===== src/rtl/gpr_wb_arb.sv =====
// gpr_wb_arb -- writeback arbiter in front of the GPR write port.
//
// Merges ALU results and buffered LSU (load) results into the single GPR
// write port. Load results are queued in a small FIFO. The ALU normally has
// priority. The FIFO head is drained first when any of these holds:
//   - the FIFO is full;
//   - the head has been bypassed STARVE_MAX times in a row;
//   - the incoming ALU destination matches a buffered load (WAW ordering).
// The selected write is registered, so the port outputs have a latency of
// one cycle after selection.
//
// Parameters:
//   DEPTH      LSU result FIFO entries (power of 2, >= 2)
//   STARVE_MAX max consecutive bypasses of a non-empty FIFO head
//
// Ports:
//   clk, reset          core clock, asynchronous active-high reset
//   alu_valid/adr/dat   ALU result in; alu_ready = accepted this cycle
//   lsu_valid/adr/dat   load result in; lsu_ready = FIFO has room
//   wr_en_0/adr_0/dat_0 registered GPR write port
//   pend_cnt            registered FIFO occupancy
//   byp_valid/adr/dat   combinational copy of the selected write, one cycle
//                       ahead of wr_en_0 (only with GPR_WB_ARB_BYPASS_EN)
//
// Optional feature macro: GPR_WB_ARB_BYPASS_EN
module gpr_wb_arb #(
  parameter int unsigned DEPTH      = 2,
  parameter int unsigned STARVE_MAX = 4
) (
  input  logic                     clk,
  input  logic                     reset,
  input  logic                     alu_valid,
  output logic                     alu_ready,
  input  logic [4:0]               alu_adr,
  input  logic [31:0]              alu_dat,
  input  logic                     lsu_valid,
  output logic                     lsu_ready,
  input  logic [4:0]               lsu_adr,
  input  logic [31:0]              lsu_dat,
  output logic                     wr_en_0,
  output logic [4:0]               wr_adr_0,
  output logic [31:0]              wr_dat_0,
  output logic [$clog2(DEPTH):0]   pend_cnt
`ifdef GPR_WB_ARB_BYPASS_EN
  ,
  output logic                     byp_valid,
  output logic [4:0]               byp_adr,
  output logic [31:0]              byp_dat
`endif
);

  localparam int unsigned PW = $clog2(DEPTH);
  localparam int unsigned CW = PW + 1;
  localparam int unsigned SW = $clog2(STARVE_MAX + 1);

  // FIFO storage (data path, no reset needed) and per-entry valid bits
  logic [4:0]       r_adr [DEPTH];
  logic [31:0]      r_dat [DEPTH];
  logic [DEPTH-1:0] r_vld;
  logic [PW-1:0]    r_rd_ptr;
  logic [PW-1:0]    r_wr_ptr;
  logic [CW-1:0]    r_count;
  logic [SW-1:0]    r_starve;

  logic        w_full;
  logic        w_nonempty;
  logic        w_hit;
  logic        w_force;
  logic        w_push;
  logic        w_pop;
  logic        w_alu_win;
  logic        w_sel_en;
  logic [4:0]  w_sel_adr;
  logic [31:0] w_sel_dat;

  assign w_full     = (r_count == CW'(DEPTH));
  assign w_nonempty = (r_count != '0);

  // WAW guard: any buffered load targeting the incoming ALU destination
  always_comb begin
    w_hit = 1'b0;
    for (int unsigned i = 0; i < DEPTH; i++) begin
      if (r_vld[i] && (r_adr[i] == alu_adr)) begin
        w_hit = 1'b1;
      end
    end
  end

  assign w_force = w_full
                 | (w_nonempty & (r_starve == SW'(STARVE_MAX)))
                 | (alu_valid & w_hit);

  // force can only be true with a non-empty FIFO (hit needs a valid entry)
  assign w_pop     = w_nonempty & (w_force | ~alu_valid);
  assign w_alu_win = alu_valid & ~w_force;
  assign w_push    = lsu_valid & lsu_ready;

  assign w_sel_en  = w_pop | w_alu_win;
  assign w_sel_adr = w_pop ? r_adr[r_rd_ptr] : alu_adr;
  assign w_sel_dat = w_pop ? r_dat[r_rd_ptr] : alu_dat;

  assign alu_ready = ~w_force;
  assign lsu_ready = ~w_full;
  assign pend_cnt  = r_count;

`ifdef GPR_WB_ARB_BYPASS_EN
  assign byp_valid = w_sel_en & ~reset;
  assign byp_adr   = w_sel_adr;
  assign byp_dat   = w_sel_dat;
`endif

  always_ff @(posedge clk) begin
    if (w_push) begin
      r_adr[r_wr_ptr] <= lsu_adr;
      r_dat[r_wr_ptr] <= lsu_dat;
    end
  end

  always_ff @(posedge clk or posedge reset) begin
    if (reset) begin
      r_vld    <= '0;
      r_rd_ptr <= '0;
      r_wr_ptr <= '0;
      r_count  <= '0;
      r_starve <= '0;
      wr_en_0  <= 1'b0;
      wr_adr_0 <= '0;
      wr_dat_0 <= '0;
    end else begin
      // Push and pop never hit the same slot: that would need a full FIFO
      // being pushed or an empty FIFO being popped.
      if (w_push) begin
        r_vld[r_wr_ptr] <= 1'b1;
        r_wr_ptr        <= r_wr_ptr + 1'b1;
      end
      if (w_pop) begin
        r_vld[r_rd_ptr] <= 1'b0;
        r_rd_ptr        <= r_rd_ptr + 1'b1;
      end

      case ({w_push, w_pop})
        2'b10:   r_count <= r_count + 1'b1;
        2'b01:   r_count <= r_count - 1'b1;
        default: r_count <= r_count;
      endcase

      if (!w_nonempty || w_pop) begin
        r_starve <= '0;
      end else if (w_alu_win && (r_starve != SW'(STARVE_MAX))) begin
        r_starve <= r_starve + 1'b1;
      end

      wr_en_0 <= w_sel_en;
      if (w_sel_en) begin
        wr_adr_0 <= w_sel_adr;
        wr_dat_0 <= w_sel_dat;
      end
    end
  end

endmodule

===== config.mk =====
export PLATFORM = sky130hd
export DESIGN_NAME = gpr_wb_arb
export DESIGN_NICKNAME = d
export VERILOG_FILES = /design/src/rtl/gpr_wb_arb.sv
export SDC_FILE = /design/constraint.sdc
export NUM_CORES = 1
export LEC_CHECK = 0
export BUFFER_PORTS_ARGS = -buffer_cell sky130_fd_sc_hd__buf_2
export CAP_MARGIN = 20
export CORE_UTILIZATION = 45
export CTS_CLUSTER_DIAMETER = 40
export DETAILED_ROUTE_END_ITERATION = 7
export HOLD_SLACK_MARGIN = 0.06
export PLACE_DENSITY = 0.71
export SYNTH_ARGS = -nofsm -noshare
export SYNTH_HDL_FRONTEND = slang
export SYNTH_SLANG_ARGS = --single-unit
export TNS_END_PERCENT = 100

===== constraint.sdc =====
create_clock -name clk -period 3.2 [get_ports clk]
set_input_delay 0.48 -clock clk [delete_from_list [all_inputs] [get_ports clk]]
set_output_delay 0.48 -clock clk [all_outputs]
set_load 0.03 [all_outputs]

-- Word level (Yosys, flattened, before mapping)
Memories as Yosys holds them, arrays and structs flattened.
Index checks and enable logic that the tools add are counted.
- $lt $le $gt $ge: 4
- bitwise operators: 15
- multiplexer cells: 15
- reductions and logical operators: 10
- add/subtract/negate cells: 5
- equal/unequal tests: 7
- operator list (cell ; count):
    $mux W32 ; 1
    $eq A5 B5 Y1 ; 2
    $mux W1 ; 6
    $mux W3 ; 2
    $reduce_bool A2 Y1 ; 3
    $and A1 B1 Y1 ; 5
    $logic_and A1 B1 Y1 ; 5
    $mux W5 ; 1
    $eq A2 B2 Y1 const B ; 2
    $lt A1 B2 Y1 const B ; 2
    $mux W2 ; 2
    $or A1 B1 Y1 ; 4
    $pmux W2 S2 ; 1
    $add A3 B1 Y3 const B ; 1
    $eq A3 B3 Y1 const B ; 1
    $ne A3 B3 Y1 const B ; 1
    $not A1 Y1 ; 3
    $add A1 B1 Y1 const B ; 2
    $add A2 B1 Y2 const B ; 1
    $and A2 B2 Y2 ; 1
    $demux W1 S1 ; 2
    $eq A2 B1 Y1 const B ; 1
    $ge A1 B1 Y1 const B ; 2
    $not A2 Y2 ; 1
    other kinds (4) ; 4
- bits in writable memories: 74
- input port bits: 78
- memories: 2
- word-level logic and storage cells: 66
- bits in registers: 47
- output and inout bits: 42
- memory list (name ; depth ; bits a word ; rd ports ; clocked after Yosys merged registers in ; wr ports ; RTL line ; text):
    r_dat ; 2 ; 32 ; 1 ; 0 ; 1 ; 58 ; logic [31:0] r_dat [DEPTH];
    r_adr ; 2 ; 5 ; 3 ; 0 ; 1 ; 57 ; logic [4:0] r_adr [DEPTH];

-- Depth between registers and ports, before layout
Gate-level depths: netlist of run 1.
- word-level depth: 11
- gate-level depth with buffers: 9
- depth with buffers taken out: 9

-- Worst setup path before layout of run 1
Ideal clock, no wire load.
- path type: register -> register
- from: register r_count[0], in the netlist pend_cnt[0]
- to: memory r_adr[0][0] (enable)
- path buffers: 0
- cell stages (with the launch flop): 4
- arrival time: 2.763 ns
- library setup time: 0.433 ns
- period minus slack after synthesis: 3.196 ns
- data required time: 2.767 ns
- slack: 0.004 ns
- cell sequence: dfrtp_1 -> nand2b_1 -> nand2_1 -> nor2_1
- longest elaborated chain between the ends: 5
- RTL lines (what ; RTL line ; text):
    start, declared ; 62 ; logic [CW-1:0] r_count;
    start signal, assigned ; 142 ; 2'b10: r_count <= r_count + 1'b1;
    start signal, assigned ; 143 ; 2'b01: r_count <= r_count - 1'b1;
    start signal, assigned ; 144 ; default: r_count <= r_count;
    $eq A2 B2 Y1 ; 76 ; assign w_full = (r_count == CW'(DEPTH));
    $not A1 Y1 ; 103 ; assign lsu_ready = ~w_full;
    via lsu_ready ; 37 ; output logic lsu_ready,
    $and A1 B1 Y1 ; 96 ; assign w_push = lsu_valid & lsu_ready;
    $mux W1 ; 113 ; if (w_push) begin
    $mux W1 (implied by the code) ; 114 ; r_adr[r_wr_ptr] <= lsu_adr;
    end, declared ; 57 ;
The timed path passes the listed nets, and every way through them passes these cells.

==> impl_results.md, run 1 <==
* DRT antenna net count at 0
* Slew headroom at 37.2%
* Drt total wl at 9910 um
* RSZ-0062 raised after global routing: no
* Clock Tree Root: clkbuf_8
* Largest stage delay, worst path at 0.40 ns
* Worst vdd ir at around 0.47 mV
* CTS clk-pin slew, worst paths at 0.06 ns
* Tmin final at around 2.5 ns
* Crit. End Element: output pin
* First-pass GRT wire length at 15500 um
* Fin nets at 543
* H-tree levels at 4
* WS Path Type: flop to output pin
* Vias in the first global route at about 3100
* DP HPWL at around 6500 um
* Ys async rst share at about two fifths
* Longest Clk Path Bufs at 2
* Worst skew pair latency at about 0.51 ns
* Sequence of cells on the critical path: xor2_1, nor4_1, a32oi_1, o21a_1, buf_2
* First DRT Iteration DRCs at about 140
* Area of placed instances at 5800 um2
* # diodes at 0
* Final count of pins violating max slew at 0
* Drt drc at 0
* CTS Buf Count at 17
* Die width at 108 um
* Slowest library cell on the worst path: edfxtp_1
* Crit path DAT at ~2.0 ns
* Die area at about 12000 um2
* Hold Violations, Final at 0
* Commonest non-fill, non-tap cell in the layout: buf_2
* Status: completed
* Post-synthesis average cell area at 15.0 um2
* Die Y at roughly 110 um
* Share of layout cells above drive strength 1 at 40.8%
* Main synth FF type: edfxtp_1
* Synth Instances at 335
* Core area at about 11000 um2
* Row count at 38
* GPL Wtd Cong at approximately 0.73
* Biggest area consumer among synthesized cells: edfxtp_1
* Vias at 3050
* CP Buf/Inv Count at 1
* Initial antenna violation count at 0
* Total gr overflow at 0
* Pleak at 2.71 nW
* Yosys top cell area share at 44.1%
* IO Count at between 100 and 150
* PortBufs at roughly 120
* Power per Cell Area at roughly 1100 nW/um2
* Yosys cell types at 30
* Post-synth EDFFs at 74
* Largest net degree at the start of global routing at 48
* Commonest cells after routing, fill and taps aside: buf_2 (119), edfxtp_1 (74), dfrtp_1 (46), nand2_1 (39)
* Max-cap viol count at 0
* Fin crit share at between 70 and 80%
* Worst Hold Class: primary input to asynchronous set/reset pin
* Register bit count reported by yosys at 121
* Design area at 6330 um2
* Syn_nets at roughly 420
* Count of endpoints failing setup in the final report at 0
* Critical Path Start Type: flop
* Avg Vias per Cell at roughly 5
* Postcts setup bufs at 0
* Total of warnings raised by yosys at 0
* Largest cells by area after synthesis: edfxtp_1 (44%), dfrtp_1 (23%), mux2i_1 (7.4%)
* Total GRT Usage at around 19%
* WL/cell at 16.1 um
* Synth Cell Area at about 5000 um2
* Clock sink total at ~120
* CTS hold repair buffers at 0
* P&R area growth vs syn at 25.8%
* CP delay by family, top: compound AO/OA/AOI/OAI gates
* CP max FO at 4
* 1st-pass router iterations at 4
* Starting Density at between 40% and 50%
* Cts repair resizes at 0
* CP required at around 2.7 ns
* Sequential cell area fraction in the yosys report at 67.5%
* Max Freq at about 400 MHz
* Setup Skew at 0.00594 ns
* CTS tree: yes
* Worst-margin pin slew at around 0.94 ns
* Final setup TNS at 0 ns
cell families after synthesis:
| family | after synthesis | synth area share (%) |
|---|---|---|
| AO/OA/AOI/OAI | 44 | 4.80 |
| adder cells (fa/ha/maj) | 3 | 0.746 |
| AND/OR/NAND/NOR | 54 | 4.75 |
| buffers and inverters | 24 | 2.54 |
| multiplexers | 74 | 17.1 |
| XOR/XNOR | 15 | 2.61 |
| flip-flops | 121 | 67.5 |
path summary, 6_finish.rpt:
kind | endpoint | slack [ns] | cells after the start | startpoint
worst max-delay path | alu_ready | 0.71 | 5 | r_adr[1][3]$_DFFE_PP_
worst min-delay path | wr_dat_0[21]$_DFFE_PP0P_ | 0.14 | 3 | reset
worst max register to register | wr_dat_0[19]$_DFFE_PP0P_ | 0.92 | 6 | r_adr[1][3]$_DFFE_PP_
worst min register to register | r_vld[0]$_DFF_PP0_ | 0.51 | 1 | r_vld[0]$_DFF_PP0_
max in group asynchronous | r_rd_ptr$_DFFE_PP0N_ | 2.58 | 3 | reset
min in group clk | r_dat[0][23]$_DFFE_PP_ | 0.16 | 1 | lsu_dat[23]
per-stage QoR:
stage	setup slack [ns]	instances	total power [mW]	utilization [%]	hold WS [ns]
global placement	0.813	583	4.99	53.3	0.487
detailed placement	0.667	583	5.08	53.3	0.492
global route	0.623	615	7.09	58.2	0.138
CTS	0.689	615	6.79	58.2	0.138
floorplan	0.00403	335	4.36	-	0.453
finish	0.707	615	6.71	58.2	0.141
Yosys cell counts (all sizes together), types with 2 or more instances:
cell and count:
ha 3, o22a 2, clkbuf 7, nor2 3, o21ai 37, nand2b 2
xnor2 6, nand2 39, dfrtp 47, o21a 2, xor2 9, mux2 37
mux2i 37, nor4 2, and3 5, edfxtp 74, inv 7, buf 10
routing by layer:
metal	GRT usage, %	up-vias	share of wire [%]
li1	-	1467	-
met1	21.9	1468	42
met2	31.3	101	50
met3	5.75	14	6.1
met4	7.34	0	1.6
met5	0	-	0
power by group:
| group | switching (mW) | internal (mW) |
|---|---|---|
| clock | 0.629 | 1.06 |
| combinational | 1.48 | 1.03 |
| sequential | 0.295 | 2.22 |
registers in the layout, summed over array words and instances (netlist names):
register and cells:
wr_dat_0 32, r_wr_ptr 1, pend_cnt 2, r_adr 10, r_starve 3, r_dat 64
wr_adr_0 5, r_rd_ptr 1, r_vld 2, wr_en_0 1
worst min-delay path, cell delays in order:
cell and delay [ns]:
buf_2 0.10, inv_2 0.03, buf_4 0.52
area by class of cell:
class                   instances  area, um2
clock inverters                 9       73.8
repair buffers                125        678
fillers                       879       4550
clock buffers                  23        457
multi-input cells             190       1520
inverters                       7       26.3
well taps                     140        175
flip-flops and latches        121       3400
Note: power is estimated with default switching activity, not from simulation.
==> run 2: changes to the inputs <==
==> constraint.sdc (replaced) <==
create_clock -name clk -period 2.6 [get_ports clk]
set_input_delay 0.39 -clock clk [delete_from_list [all_inputs] [get_ports clk]]
set_output_delay 0.39 -clock clk [all_outputs]
set_load 0.03 [all_outputs]
==> run 2 against run 1 <==
Hold slack got worse by 0.040 ns; combinational power rose by 24%; wire length rose by 1.2%; sequential share of layout area fell by 3.9 points; highest routed layer unchanged; critical endpoint unchanged; register-to-register slack got worse by 0.42 ns; critical path depth did not move; clock skew barely moved; clock-buffer cell count fell by 4; global-route usage rose by 0.35 points; largest cell class unchanged; clock power rose by 46%; non-clock buffer count rose by 42.
==> impl_results.md, run 2 (synthesized netlist as in run 1, its figures left out) <==
* Status: completed
* CTS clk-pin slew, worst paths at 0.06 ns (about the same)
* Largest stage delay, worst path at 0.40 ns (about the same)
* Initial antenna violation count at 0 (unchanged)
* CP max FO at 4 (unchanged)
* Sequence of cells on the critical path: xor2_1, nor4_1, a32oi_1, o21a_1, buf_2
* Die area at 11600 um2 (unchanged)
* Drt drc at 0 (unchanged)
* Final count of pins violating max slew at 0 (unchanged)
* WS Path Type: flop to output pin
* CTS Buf Count at 17 (unchanged)
* CP required at 2.21 ns (-0.51 ns)
* Slowest library cell on the worst path: edfxtp_1
* Clk pwr share at 28.5% (+3.4 points)
* Int Pwr at 5.64 mW (+31%)
* Clock Tree Root: clkbuf_8
* Cts repair resizes at 0 (unchanged)
* Fin crit share at approximately nine tenths
* Combinational share of power at 35.9% (-1.4 points)
* Switching power total at 3.02 mW (+26%)
* Critical Path Start Type: flop
* Tmin final at ~2.3 ns
* Crit. End Element: output pin
* Max Freq at about 430 MHz
* Fin nets at 585 (+7.7%)
* RSZ-0062 raised after global routing: no
* Pleak at 2.93 nW (+8.0%)
* Largest net degree at the start of global routing at 39 (-19%)
* Commonest non-fill, non-tap cell in the layout: buf_2
* Die width at 108 um (unchanged)
* Starting Density at 46.2% (unchanged)
* Share of layout cells above drive strength 1 at 39.7% (-1.2 points)
* CP Buf/Inv Count at 1 (unchanged)
* Worst Hold Class: primary input to flop
* Register name with the most flops: r_dat
* Max-cap viol count at 0 (unchanged)
* Core area at 10900 um2 (unchanged)
* Power per Cell Area at 1270 nW/um2 (+20%)
* Tot Pwr at 8.66 mW (+29%)
* Drt total wl at 10000 um (+1.2%)
* Finished Layout Cells at 657 (+6.8%)
* Total gr overflow at 0 (unchanged)
* CTS tree: yes
* Reg power frac at 35.6% (-1.9 points)
* WL/cell at 15.3 um (-5.3%)
* First-pass GRT wire length at 15900 um (+2.7%)
* Hold Violations, Final at 0 (unchanged)
* Max FFs per register at 64 (unchanged)
* Vias in the first global route at 3361 (+8.2%)
* Longest Clk Path Bufs at 2 (unchanged)
* Worst skew pair latency at 0.52 ns (about the same)
* Total GRT Usage at 18.9% (+0.35 points)
* Vias at 3215 (+5.4%)
* Pre-CTS setup slack at 0.367 ns (-0.300 ns)
* Count of endpoints failing setup in the final report at 0 (unchanged)
* # diodes at 0 (unchanged)
* Clock sink total at 121 (unchanged)
* Final worst slack at 0.274 ns (-0.433 ns)
* GPL Wtd Cong at 0.736 (+0.44%)
* Worst vdd ir at 0.805 mV (+73%)
* PortBufs at 119 (unchanged)
* Die Y at 108 um (unchanged)
* Dpl cells at 587 (+0.69%)
* Postcts setup bufs at 0 (unchanged)
* 1st-pass router iterations at 4 (unchanged)
* Top flop regs: r_dat: 64 flops, wr_dat_0: 32 flops, r_adr: 10 flops
* Final setup TNS at 0 ns (unchanged)
* Setup Skew at 0.00601 ns (+0.0000667 ns)
* Avg Vias per Cell at 4.89 (-1.3%)
* Commonest cells after routing, fill and taps aside: buf_2 (119), edfxtp_1 (74), dfrtp_1 (46), nand2_1 (39), dlygate4sd3_1 (38)
* CTS hold repair buffers at 38 (+38)
* P&R area growth vs syn at 35.6%
* Row count at 38 (unchanged)
* First DRT Iteration DRCs at 119 (-12%)
* Slew headroom at 62.7% (+26 points)
* Worst-margin pin slew at 0.559 ns (-0.383 ns)
* Switching Share at 34.9% (-0.90 points)
* H-tree levels at 4 (unchanged)
* DRT antenna net count at 0 (unchanged)
* CP delay by family, top: compound AO/OA/AOI/OAI gates
* Crit path DAT at 1.94 ns (-0.07 ns)
* DP HPWL at 6590 um (+1.3%)
* IO Count at 120 (unchanged)
-- run 2: cell count changes in the layout (fill, tap and decap cells not counted), moves of 2 or more --
cell / change
clkbuf_1: -4
clkinv_1: -3
dlygate4sd3_1: +38
buf_12: -2
clkinv_2: -2
clkinv_4: +4
buf_4: +6
bufinv_16: +3
-- run 2: layer usage --
metal  wire (um)  GRT usage [%]
met2        5140           32.6
met3         468           5.99
met1        4260           21.3
met5           0              0
met4         160           8.22
-- run 2: area by class of cell --
cell class	count	area [um2]
fillers	835	4060
clock buffers	19	442
flip-flops and latches	121	3400
repair buffers	167	1060
multi-input cells	190	1520
inverters	7	26.3
well taps	140	175
clock inverters	13	194
-- run 2: per-stage QoR --
stage                     hold WS (ns)  utilization, %  instance area [um2]
after CTS                       0.0744            62.7                 6820
after detailed placement         0.388            53.3                 5810
after global placement           0.370            53.3                 5810
final                            0.101            62.7                 6820
after global routing            0.0745            62.7                 6820
after floorplan                  0.453               -                 5040
-- run 2: final timing paths --
check                                              from                       end  slack [ns]  cells past startpoint
max in group asynchronous                         reset      r_rd_ptr$_DFFE_PP0N_        1.60                      4
worst min register to register       r_vld[0]$_DFF_PP0_        r_vld[0]$_DFF_PP0_        0.50                      1
worst max-delay path              r_adr[1][3]$_DFFE_PP_                 alu_ready        0.27                      5
worst max register to register  pend_cnt[0]$_DFFE_PP0P_  wr_dat_0[16]$_DFFE_PP0P_        0.50                      6
min in group asynchronous                         reset  wr_dat_0[12]$_DFFE_PP0P_        0.38                      3
worst min-delay path                        alu_dat[25]  wr_dat_0[25]$_DFFE_PP0P_        0.10                      2
-- run 2: worst reg2reg max path, cell delays in order (launching register included) --
cell	delay (ns)
dfrtp_1	0.51
nand2b_1	0.22
inv_1	0.06
a31oi_1	0.24
and3_4	0.23
buf_4	0.32
mux2_2	0.40
-- run 2: power groups by stage --
| stage | combinational (mW) | sequential [mW] | clock [mW] |
|---|---|---|---|
| 2_1_floorplan | 1.72 | 3.65 | 0 |
| 3_3_place_gp | 3.02 | 3.09 | 0 |
| 3_5_place_dp | 3.10 | 3.12 | 0 |
| 4_1_cts | 3.16 | 3.09 | 2.52 |
| 5_1_grt | 3.38 | 3.16 | 2.62 |
| 6_report | 3.11 | 3.08 | 2.47 |
==> run 3: changes to the inputs <==
--- a/config.mk
+++ b/config.mk
@@ -7,11 +7,12 @@
 export LEC_CHECK = 0
 export BUFFER_PORTS_ARGS = -buffer_cell sky130_fd_sc_hd__buf_2
 export CAP_MARGIN = 20
-export CORE_UTILIZATION = 45
+export CORE_UTILIZATION = 42
 export CTS_CLUSTER_DIAMETER = 40
 export DETAILED_ROUTE_END_ITERATION = 7
 export HOLD_SLACK_MARGIN = 0.06
-export PLACE_DENSITY = 0.71
+export PLACE_DENSITY = 0.67
+export SKIP_CTS_REPAIR_TIMING = 1
 export SYNTH_ARGS = -nofsm -noshare
 export SYNTH_HDL_FRONTEND = slang
 export SYNTH_SLANG_ARGS = --single-unit
==> run 3 against run 2 <==
Die area rose by 7.0%; largest cell class unchanged; first-iteration DRC count rose by 25%; sequential share of layout area rose by 2.7 points; design area fell by 5.1%; wire length fell by 4.0%; register-to-register slack got worse by 0.03 ns; flip-flop and latch count did not move; utilization fell by 6.7 points; the flow now finishes with violations (design-rule violations); sequential power fell by 3%; combinational power rose by 2%; critical path depth did not move; power fell by 0.81%.
==> impl_results.md, run 3 (synthesized netlist as in run 1, its figures left out) <==
* Core area at 11600 um2 (+6.2%)
* Starting Density at 43.5% (-2.7 points)
* Die Y at 111 um (+3.4%)
* Slew headroom at 50.2% (-13 points)
* Vias at 3019 (-6.1%)
* Power per Cell Area at 1330 nW/um2 (+4.5%)
* Clock Tree Root: clkbuf_16
* Failing checks: design-rule violations
* CTS clk-pin slew, worst paths at 0.05 ns (about the same)
* WS Path Type: flop to output pin
* Clock sink total at 121 (unchanged)
* Top flop regs: r_dat: 64 flops, wr_dat_0: 32 flops, r_adr: 10 flops
* IO Count at 120 (unchanged)
* Worst-margin pin slew at 0.746 ns (+0.187 ns)
* Commonest non-fill, non-tap cell in the layout: buf_2
* Fin util at 56.0% (-6.7 points)
* Filler cells at 931 (+11%)
* Drt drc at 5 (+5)
* 1st-pass router iterations at 7 (+3)
* CP required at 2.21 ns (about the same)
* Worst Hold Class: primary input to asynchronous set/reset pin
* Total GRT Usage at 16.9% (-1.9 points)
* First-pass GRT wire length at 15700 um (-1.4%)
* Total gr overflow at 0 (unchanged)
* Fin crit share at 87.5% (-2.0 points)
* Hold Violations, Final at 0 (unchanged)
* Worst skew pair latency at 0.41 ns (-0.11 ns)
* Status: complete, but fails checks
* Final count of pins violating max slew at 0 (unchanged)
* CP max FO at 4 (unchanged)
* H-tree levels at 4 (unchanged)
* Worst vdd ir at 0.694 mV (-14%)
* Final setup TNS at 0 ns (unchanged)
* CP delay by family, top: compound AO/OA/AOI/OAI gates
* Setup Skew at 0.0133 ns (+0.00730 ns)
* Longest Clk Path Bufs at 2 (unchanged)
* RSZ-0062 raised after global routing: no
* Max-cap viol count at 0 (unchanged)
* DRT antenna net count at 0 (unchanged)
* Vias in the first global route at 3121 (-7.1%)
* Pleak at 2.78 nW (-5.1%)
* DP HPWL at 6580 um (about the same)
* Row count at 39 (+2.6%)
* CP Buf/Inv Count at 1 (unchanged)
* CTS Buf Count at 17 (unchanged)
* Register Area at 3400 um2 (unchanged)
* Largest net degree at the start of global routing at 76 (+95%)
* Fin nets at 548 (-6.3%)
* Die width at 111 um (+3.4%)
* Die area at 12400 um2 (+7.0%)
* Crit path DAT at 1.89 ns (-0.05 ns)
* Slowest library cell on the worst path: edfxtp_1
* Count of endpoints failing setup in the final report at 0 (unchanged)
* Area of the multi-input gates at 1520 um2 (unchanged)
* Register name with the most flops: r_dat
* Avg Vias per Cell at 4.85 (-0.97%)
* CTS tree: yes
* Crit. End Element: output pin
* Commonest cells after routing, fill and taps aside: buf_2 (119), edfxtp_1 (74), dfrtp_1 (46), nand2_1 (39)
* WL/cell at 15.5 um (+1.3%)
* Max Freq at 440 MHz (+2.2%)
* Max FFs per register at 64 (unchanged)
* # diodes at 0 (unchanged)
* First DRT Iteration DRCs at 149 (+25%)
* Share of layout cells above drive strength 1 at 42.3% (+2.6 points)
* Tmin final at 2.28 ns (-0.0508 ns)
* GPL Wtd Cong at 0.765 (+4.0%)
* Critical Path Start Type: flop
* P&R area growth vs syn at 28.7%
* Largest stage delay, worst path at 0.39 ns (about the same)
* Drt total wl at 9630 um (-4.0%)
* Sequence of cells on the critical path: xor2_1, nor4_1, a32oi_1, o21a_1, buf_2
* Initial antenna violation count at 0 (unchanged)
* PortBufs at 119 (unchanged)
==> run 3: per-stage QoR <==
stage	std cells	total power [mW]	worst slack, ns	hold WS (ns)	instance area [um2]
4_1_cts	623	8.70	0.287	0.131	6480
2_1_floorplan	335	5.37	0.0242	0.453	5040
6_report	623	8.59	0.325	0.114	6480
3_5_place_dp	591	6.26	0.358	0.479	5860
5_1_grt	623	9.06	0.176	0.148	6480
3_3_place_gp	591	6.19	0.418	0.480	5860
==> run 3: final timing paths <==
path                                       start                        to  slack [ns]  cells past startpoint
max                        r_adr[1][3]$_DFFE_PP_                 alu_ready        0.32                      5
min                                        reset   wr_dat_0[8]$_DFFE_PP0P_        0.11                      2
max reg2reg                r_adr[0][3]$_DFFE_PP_  wr_dat_0[26]$_DFFE_PP0P_        0.47                      6
min reg2reg                   r_vld[0]$_DFF_PP0_        r_vld[0]$_DFF_PP0_        0.48                      1
max in group asynchronous                  reset   wr_dat_0[6]$_DFFE_PP0P_        1.93                      3
min in group clk                     lsu_dat[10]    r_dat[1][10]$_DFFE_PP_        0.17                      1
==> run 3: power by group <==
group	internal (mW)	switching [mW]	leakage, nW
clock	1.62	0.801	0.290
sequential	2.73	0.268	1.25
combinational	1.30	1.87	1.24
==> run 3: metal layers <==
layer	GRT usage, %	routed length (um)	vias to the layer above
li1	-	-	1483
met1	19.7	4150	1461
met2	28.8	5040	71
met3	6.10	361	4
met4	6.04	75	0
met5	0	0	-
==> run 3: area by class of cell <==
| type | instances | area share [%] |
|---|---|---|
| clock buffer | 19 | 6.84 |
| tap | 143 | 2.76 |
| clock inverter | 13 | 2.72 |
| multi-input combinational | 190 | 23.5 |
| timing repair buffer | 130 | 11.2 |
| sequential | 121 | 52.5 |
| inverter | 7 | 0.406 |
==> run 3: worst reg2reg max path, cell delays in order, from the launching register on <==
cell      delay, ns
edfxtp_1       0.41
xor2_1         0.23
nor4_1         0.09
a32oi_1        0.29
and3_4         0.40
buf_4          0.27
mux2_4         0.32
